==> src/rtl/digit_to_target_if.sv <==
// Label and target-beat handshake bundle for digit_to_target.
// The slave modport is the encoder's view; master is the label source / target sink.
interface digit_to_target_if;
  logic [3:0]  label_in;
  logic        label_valid;
  logic        label_ready;
  logic        label_err;
  logic [15:0] tgt_data;
  logic [3:0]  tgt_index;
  logic        tgt_valid;
  logic        tgt_ready;
  logic        tgt_last;

  modport master (
    output label_in, label_valid, tgt_ready,
    input  label_ready, label_err, tgt_data, tgt_index, tgt_valid, tgt_last
  );

  modport slave (
    input  label_in, label_valid, tgt_ready,
    output label_ready, label_err, tgt_data, tgt_index, tgt_valid, tgt_last
  );
endinterface

==> src/rtl/digit_to_target.sv <==
// Digit label (0-9) to one-hot Q4.12 target encoder: streams 10 target beats
// over a valid/ready channel and keeps a parallel copy of the finished vector.
module digit_to_target #(
  parameter logic [15:0] HIGH_VAL  = 16'h1000,
  parameter logic [15:0] LOW_VAL   = 16'h0000,
  parameter int          NUM_CLASS = 10
) (
  input  logic                            clk,
  input  logic                            n_rst,
  input  logic                            clear,
  digit_to_target_if.slave                bus,
  output logic [NUM_CLASS-1:0][15:0]      target_vec,
  output logic                            vec_valid,
  output logic [15:0]                     label_cnt
);

  localparam logic [3:0] LAST_IDX = 4'(NUM_CLASS - 1);

  typedef enum logic {IDLE, EMIT} state_e;

  state_e                       state_q, state_d;
  logic [3:0]                   idx_q, idx_d;
  logic [3:0]                   label_q, label_d;
  logic                         label_ready_q, label_ready_d;
  logic                         label_err_q, label_err_d;
  logic                         tgt_valid_q, tgt_valid_d;
  logic [15:0]                  tgt_data_q, tgt_data_d;
  logic                         tgt_last_q, tgt_last_d;
  logic [NUM_CLASS-1:0][15:0]   target_vec_q, target_vec_d;
  logic                         vec_valid_q, vec_valid_d;
  logic [15:0]                  label_cnt_q, label_cnt_d;
  logic [3:0]                   next_idx;

  always_comb begin
    // NOTE: every _d is given its hold value first, so no branch can leave one
    // unassigned and infer a latch.
    state_d       = state_q;
    idx_d         = idx_q;
    label_d       = label_q;
    label_ready_d = label_ready_q;
    label_err_d   = 1'b0;
    tgt_valid_d   = tgt_valid_q;
    tgt_data_d    = tgt_data_q;
    tgt_last_d    = tgt_last_q;
    target_vec_d  = target_vec_q;
    vec_valid_d   = 1'b0;
    label_cnt_d   = label_cnt_q;
    next_idx      = idx_q + 4'd1;

    if (clear) begin
      // Abort wins over any handshake this cycle; partial target_vec is kept.
      state_d       = IDLE;
      idx_d         = 4'd0;
      label_ready_d = 1'b1;
      tgt_valid_d   = 1'b0;
      tgt_last_d    = 1'b0;
      tgt_data_d    = LOW_VAL;
    end else begin
      unique case (state_q)
        IDLE: begin
          if (bus.label_valid && label_ready_q) begin
            if (bus.label_in <= LAST_IDX) begin
              state_d       = EMIT;
              label_d       = bus.label_in;
              idx_d         = 4'd0;
              label_ready_d = 1'b0;
              tgt_valid_d   = 1'b1;
              tgt_last_d    = 1'b0;
              tgt_data_d    = (bus.label_in == 4'd0) ? HIGH_VAL : LOW_VAL;
            end else begin
              label_err_d = 1'b1;
            end
          end
        end
        EMIT: begin
          if (tgt_valid_q && bus.tgt_ready) begin
            target_vec_d[idx_q] = tgt_data_q;
            if (idx_q == LAST_IDX) begin
              state_d       = IDLE;
              idx_d         = 4'd0;
              label_ready_d = 1'b1;
              tgt_valid_d   = 1'b0;
              tgt_last_d    = 1'b0;
              tgt_data_d    = LOW_VAL;
              vec_valid_d   = 1'b1;
              label_cnt_d   = label_cnt_q + 16'd1;
            end else begin
              // Precompute the next beat so the outputs stay registered.
              idx_d      = next_idx;
              tgt_data_d = (next_idx == label_q) ? HIGH_VAL : LOW_VAL;
              tgt_last_d = (next_idx == LAST_IDX);
            end
          end
        end
        default: state_d = IDLE;
      endcase
    end
  end

  always_ff @(posedge clk or negedge n_rst) begin
    if (!n_rst) begin
      // NOTE: target_vec is plain flops, not a RAM, so it is reset like any
      // other state to give the comparator a defined all-LOW vector.
      state_q       <= IDLE;
      idx_q         <= 4'd0;
      label_q       <= 4'd0;
      label_ready_q <= 1'b1;
      label_err_q   <= 1'b0;
      tgt_valid_q   <= 1'b0;
      tgt_data_q    <= LOW_VAL;
      tgt_last_q    <= 1'b0;
      target_vec_q  <= {NUM_CLASS{LOW_VAL}};
      vec_valid_q   <= 1'b0;
      label_cnt_q   <= 16'd0;
    end else begin
      // NOTE: non-blocking so every flop samples the pre-edge value of the others.
      state_q       <= state_d;
      idx_q         <= idx_d;
      label_q       <= label_d;
      label_ready_q <= label_ready_d;
      label_err_q   <= label_err_d;
      tgt_valid_q   <= tgt_valid_d;
      tgt_data_q    <= tgt_data_d;
      tgt_last_q    <= tgt_last_d;
      target_vec_q  <= target_vec_d;
      vec_valid_q   <= vec_valid_d;
      label_cnt_q   <= label_cnt_d;
    end
  end

  assign bus.label_ready = label_ready_q;
  assign bus.label_err   = label_err_q;
  assign bus.tgt_valid   = tgt_valid_q;
  assign bus.tgt_data    = tgt_data_q;
  assign bus.tgt_index   = idx_q;
  assign bus.tgt_last    = tgt_last_q;
  assign target_vec      = target_vec_q;
  assign vec_valid       = vec_valid_q;
  assign label_cnt       = label_cnt_q;

  idx_in_range_a : assert property (@(posedge clk) disable iff (!n_rst)
    idx_q <= LAST_IDX);
  valid_only_in_emit_a : assert property (@(posedge clk) disable iff (!n_rst)
    tgt_valid_q |-> (state_q == EMIT));

endmodule

==> src/flat_wrapper.sv <==
// flat-port wrapper written by rule: the top's interface ports become plain ports
module digit_to_target_flat 
#(
  parameter logic [15:0] HIGH_VAL  = 16'h1000,
  parameter logic [15:0] LOW_VAL   = 16'h0000,
  parameter int          NUM_CLASS = 10
)
  (clk, n_rst, clear, target_vec, vec_valid, label_cnt, bus_label_in, bus_label_valid, bus_tgt_ready, bus_label_ready, bus_label_err, bus_tgt_data, bus_tgt_index, bus_tgt_valid, bus_tgt_last);
  digit_to_target_if bus_i ();
  input  logic clk;
  input  logic n_rst;
  input  logic clear;
  output logic [NUM_CLASS-1:0][15:0] target_vec;
  output logic vec_valid;
  output logic [15:0] label_cnt;
  input wire logic [$bits(bus_i.label_in)-1:0] bus_label_in;
  input wire logic [$bits(bus_i.label_valid)-1:0] bus_label_valid;
  input wire logic [$bits(bus_i.tgt_ready)-1:0] bus_tgt_ready;
  output wire logic [$bits(bus_i.label_ready)-1:0] bus_label_ready;
  output wire logic [$bits(bus_i.label_err)-1:0] bus_label_err;
  output wire logic [$bits(bus_i.tgt_data)-1:0] bus_tgt_data;
  output wire logic [$bits(bus_i.tgt_index)-1:0] bus_tgt_index;
  output wire logic [$bits(bus_i.tgt_valid)-1:0] bus_tgt_valid;
  output wire logic [$bits(bus_i.tgt_last)-1:0] bus_tgt_last;
  assign bus_i.label_in = bus_label_in;
  assign bus_i.label_valid = bus_label_valid;
  assign bus_i.tgt_ready = bus_tgt_ready;
  assign bus_label_ready = bus_i.label_ready;
  assign bus_label_err = bus_i.label_err;
  assign bus_tgt_data = bus_i.tgt_data;
  assign bus_tgt_index = bus_i.tgt_index;
  assign bus_tgt_valid = bus_i.tgt_valid;
  assign bus_tgt_last = bus_i.tgt_last;
  digit_to_target #(.HIGH_VAL(HIGH_VAL), .LOW_VAL(LOW_VAL), .NUM_CLASS(NUM_CLASS)) u_core (.clk(clk), .n_rst(n_rst), .clear(clear), .bus(bus_i), .target_vec(target_vec), .vec_valid(vec_valid), .label_cnt(label_cnt));
endmodule
==> config.mk <==
export PLATFORM = sky130hd
export DESIGN_NAME = digit_to_target_flat
export DESIGN_NICKNAME = d
export VERILOG_FILES = /design/src/rtl/digit_to_target_if.sv /design/src/rtl/digit_to_target.sv /design/src/flat_wrapper.sv
export SDC_FILE = /design/constraint.sdc
export NUM_CORES = 1
export LEC_CHECK = 0
export BUFFER_PORTS_ARGS = -buffer_cell sky130_fd_sc_hd__buf_2
export CORE_MARGIN = 8
export CORE_UTILIZATION = 46
export DETAILED_ROUTE_END_ITERATION = 16
export HOLD_SLACK_MARGIN = 0.03
export PLACE_DENSITY = 0.9
export SYNTH_ARGS = -nofsm -noshare
export SYNTH_HDL_FRONTEND = slang
export SYNTH_SLANG_ARGS = --single-unit
==> constraint.sdc <==
create_clock -name clk -period 4.4 [get_ports clk]
set_clock_uncertainty 0.15 [all_clocks]
set_input_delay 0.88 -clock clk [delete_from_list [all_inputs] [get_ports clk]]
set_output_delay 0.88 -clock clk [all_outputs]
set_load 0.02 [all_outputs]
**Yosys cells after proc, flatten, opt, wreduce, memory -nomap -nowiden**

Index checks and enable logic that the tools add are counted.

- Equal/unequal tests: 7
- $lt $le $gt $ge: 3
- Multiplexer cells: 47
- Reduce and logical (&&, ||, !) cells: 9
- Bitwise gates (word level): 2
- Add/sub/neg operators: 2

Operators by type and width:

| operator | number |
|---|---|
| $bwmux W160 | 1 |
| $mux W16 | 6 |
| $demux W16 S4 | 1 |
| $pmux W16 S2 | 1 |
| $mux W1 | 26 |
| $mux W13 | 2 |
| $mux W4 | 5 |
| $add A16 B1 Y16 const B | 1 |
| $reduce_and A4 Y1 | 3 |
| $eq A4 B4 Y1 const B | 2 |
| $pmux W1 S2 | 4 |
| $pmux W4 S2 | 1 |
| $ne A3 B2 Y1 const B | 2 |
| $ne A3 B3 Y1 const B | 2 |
| $reduce_and A3 Y1 | 2 |
| $lt A4 B5 Y1 const B | 1 |
| $add A4 B1 Y4 const B | 1 |
| $eq A4 B4 Y1 | 1 |
| $ge A4 B1 Y1 const B | 1 |
| $le A4 B4 Y1 const B | 1 |
| $logic_not A4 Y1 | 1 |
| $logic_and A1 B1 Y1 | 3 |
| $not A1 Y1 | 2 |

- Bits in registers: 206
- Word-level logic and storage cells: 90
- Input bits: 9

**Longest topological paths before layout**

- Word-level depth: 7
- Depth in mapped cells: 6
- Depth with buffers taken out: 6

**Worst setup path before layout**

Ideal clock, no wire load.

- Path kind: input-to-reg
- Start point: in clear
- End point: reg u_core.label_cnt_q[15], in the netlist u_core.label_cnt[15]
- Path buffers: 1
- Stages on the path: 5
- Arrival: 1.985 ns
- Required time: 4.122 ns
- Slack: 2.137 ns
- Library setup time: 0.128 ns
- Cells stage by stage: buf_2 nand4b_4 nor4_4 nand4_1 xnor2_1

- Cells in the longest elaborated chain, start to end: 2

Ends and longest elaborated chain:

| element | line | text |
|---|---|---|
| from (decl) | flat_wrapper.sv:12 | `input logic clear;` |
| $not A1 Y1 (no source line) | - |  |
| $reduce_and A4 Y1 (no source line) | - |  |
| to (signal assigned) | digit_to_target.sv:127 | `label_cnt_q <= label_cnt_d;` |
| to (decl) | digit_to_target.sv:31 | `logic [15:0] label_cnt_q, label_cnt_d;` |

Every way passes these cells.
A chain may end at the register's enable or synchronous reset.

**Worst setup path in the final report**

- Start point: reg u_core.idx_q[3], in the netlist u_core.bus.tgt_index[3]
- End point: out bus_tgt_index[3]

RTL lines:

| element | line | text |
|---|---|---|
| from (decl) | digit_to_target.sv:22 | `logic [3:0] idx_q, idx_d;` |
| from (signal assigned) | digit_to_target.sv:118 | `idx_q <= idx_d;` |
| to (decl) | flat_wrapper.sv:22 | `output wire logic [$bits(bus_i.tgt_index)-1:0] bus_tgt_index;` |

No word-level cell between the ends.

==> results.toml <==
[outcome]
outcome = "completed"

[drt]
ant_nets = 0
dr.pass1.iters = 4
drt_iter0_markers = 46
wl_um = 6110
drc = 0
via_per_inst = 4.01
vias = 1838
wl_per_cell_um = 13.3

[global_routing]
grt_overflow = 0
antenna_found_initial = 0
grt_pass1_vias = 1921
grt_usage = 0.117
grt_pass1_wl_um = 9480
grt_max_degree = 42

[final_layout]
postLayoutCoreUtil = 0.439
area_growth_pct = -7.46
post_layout_nonfiller_instances = 458
diodes = 0
nets = 391
drive_gt1_frac = 0.196

[synth]
ys_ff_latch = 41
synthesis.area_mm2 = 0.00320
netlist_instances = 331
synth_cell_types = 42
synthAdderAreaFrac = 0.0195
synthSimpleGateAreaFrac = 0.118
synth_mux_area_frac = 0.0492
synth-compound-area-share = 0.0320
ys.flop_type = "dfrtp_1"
synth_xor_area_frac = 0.0602
async_flop_share = 1.00
synth_area_leader_cell = "buf_4"
yosys_warnings = 0
synth.area.top_cells = "buf_4 (39%), dfrtp_1 (31%), mux2_2 (4.9%), xnor2_1 (4.1%), nand2_1 (2.2%)"
synth_top_family_by_area = "buffers and inverters"
syn_area_per_cell_um2 = 9.67
synth.most_common_cell = "buf_4"
seq_area_frac_synth = 0.321
synth_top_area_share = 0.387
synth_edf_count = 0
synth_common_cells = "buf_4 (165), dfrtp_1 (40), nand2_1 (19), xnor2_1 (15), mux2_2 (14)"

[cts]
cts_resized = 0
clock-sinks = 41
cts.path.max_buffers = 2
root_buffer = "clkbuf_8"
tritoncts = "yes"
cts_buffers = 5
hold_buffers = 0
htreeDepth = 2
post_cts_buffers = 0
clk_pin_slew_ns = 0.08
clk-insertion-delay-late_ns = 0.29

[placed_design]
dp_worst_setup_slack_ns = 1.96
gp_congestion = 0.868
dp_cells = 450
io_buffers = 44
place_hpwl_um = 5190

[floorplanning]
dieHeight_um = 99.4
start_util = 0.474
num_rows = 30
io_pins = 210
die_area_mm2 = 0.00989
die_w_um = 99.4
core_mm2 = 0.00676

[worst_setup_path]
critPathMaxStageDelay_ns = 0.59
required_ns = 3.37
crit_chain = "buf_2"
crit_cells = 1
reg2reg_setup_slack_ns = 2.32
start_kind = "flip-flop"
path_class = "reg -> out"
r2r_end = "u_core.label_cnt[15]"
worstPathMaxFanout = 9
critical_path.endpoint_type = "primary output"
worstReg2RegStart = "u_core.bus.tgt_index[0]"
critPathTopFamily = "flip-flops"
crit_slowest_cell = "dfrtp_1"
reg2regPathDepth = 5
crit_arrival_ns = 1.15
cp_num_buf_inv = 1

[sta]
worstMarginPinSlew_ns = 0.890
fmax_ghz = 0.459
relSlewSlack = 0.407
tns_ns = 0
hold_viol = 0
layout_min_cycle_time_ns = 2.18
rsz0062_at_grt = "no"
worst_slack_ns = 2.22
setup_viol = 0
slew_violations = 0
fin_crit_sh = 0.496

[power_and_ir_drop]
leakage_uw = 0.00179
powerDensity_mw_per_mm2 = 280
power.share.clock = 0.285
switching_share = 0.364
p_seq_frac = 0.489
intPower_uw = 528
power.switching_uw = 303
power_frac_comb = 0.227
power_uw = 830
ir_drop_mv = 0.187

[worst_hold_path]
hp-start = "u_core.label_cnt[15]"
hold_end = "u_core.label_cnt[15]"
hp-class = "reg -> reg"
hold_depth = 1

[flow_run]
max_cap_viol_count = 0
-- worst max path at each step --
stage                                  startpoint                   end
final                     u_core.bus.tgt_index[3]      bus_tgt_index[3]
after global routing      u_core.bus.tgt_index[1]  u_core.label_cnt[15]
after CTS                 u_core.bus.tgt_index[3]      bus_tgt_index[3]
after detailed placement                    clear  u_core.label_cnt[15]
after global placement                      clear  u_core.label_cnt[15]
after floorplan                             clear  u_core.label_cnt[15]
-- kinds of logic (layout without fill, tap and decap cells) --
kind of cell / after synthesis / in the layout
XOR/XNOR: 22 / 22
other: 1 / 165
AND/OR/NAND/NOR: 59 / 59
buffers and inverters: 174 / 57
AO/OA/AOI/OAI: 15 / 15
adder cells (fa/ha/maj): 5 / 5
flip-flops: 41 / 41
multiplexers: 14 / 14
-- layer usage --
| layer | vias up | global-route usage | wire, um |
|---|---|---|---|
| li1 | 838 | - | - |
| met1 | 859 | 0.115 | 2140 |
| met2 | 133 | 0.211 | 3130 |
| met3 | 8 | 0.0573 | 781 |
| met4 | 0 | 0.0349 | 60 |
| met5 | - | 0 | 0 |
-- sequential cells by signal (all words and copies together), names as in the netlist --
register	count
u_core.label_cnt	16
u_core.bus.tgt_data	1
u_core.bus.tgt_valid	1
u_core.bus.tgt_index	4
u_core.target_vec	10
u_core.label_q	4
u_core.vec_valid	1
u_core.state_q	1
u_core.bus.label_err	1
u_core.bus.label_ready	1
u_core.bus.tgt_last	1
-- stage by stage --
step | area [um^2] | hold slack [ns]
2_1_floorplan | 3820 | 0.349
4_1_cts | 2960 | 0.339
3_5_place_dp | 2880 | 0.329
6_report | 2960 | 0.325
5_1_grt | 2960 | 0.342
3_3_place_gp | 2880 | 0.318
-- area by class of cell --
cell class	count	area, um^2
multi-input combinational	280	1510
fill	646	3790
clock buffer	6	72.6
timing repair buffer	44	220
tap	80	100
clock inverter	2	10.0
sequential	41	1030
inverter	5	18.8
-- power groups by stage --
stage / clock, uW / combinational (uW) / sequential [uW]
2_1_floorplan: 0 / 270 / 413
3_3_place_gp: 0 / 179 / 412
3_5_place_dp: 0 / 181 / 413
4_1_cts: 245 / 181 / 405
5_1_grt: 264 / 204 / 408
6_report: 236 / 188 / 406
-- placed cells by master (no fill, tap or decap), types with 2 or more instances in the layout --
| master | instances |
|---|---|
| a21oi_1 | 2 |
| and4_1 | 3 |
| buf_2 | 44 |
| clkbuf_8 | 5 |
| clkinv_2 | 2 |
| conb_1 | 165 |
| dfrtp_1 | 40 |
| ha_1 | 5 |
| inv_1 | 5 |
| mux2_2 | 14 |
| nand2_1 | 19 |
| nand3_1 | 7 |
| nand4_1 | 2 |
| nor2_1 | 5 |
| nor2b_1 | 2 |
| nor3_1 | 6 |
| nor4_4 | 2 |
| o21ai_0 | 4 |
| o31ai_1 | 2 |
| xnor2_1 | 15 |
| xor2_1 | 7 |
No activity file was read; power rests on OpenSTA's default activity.
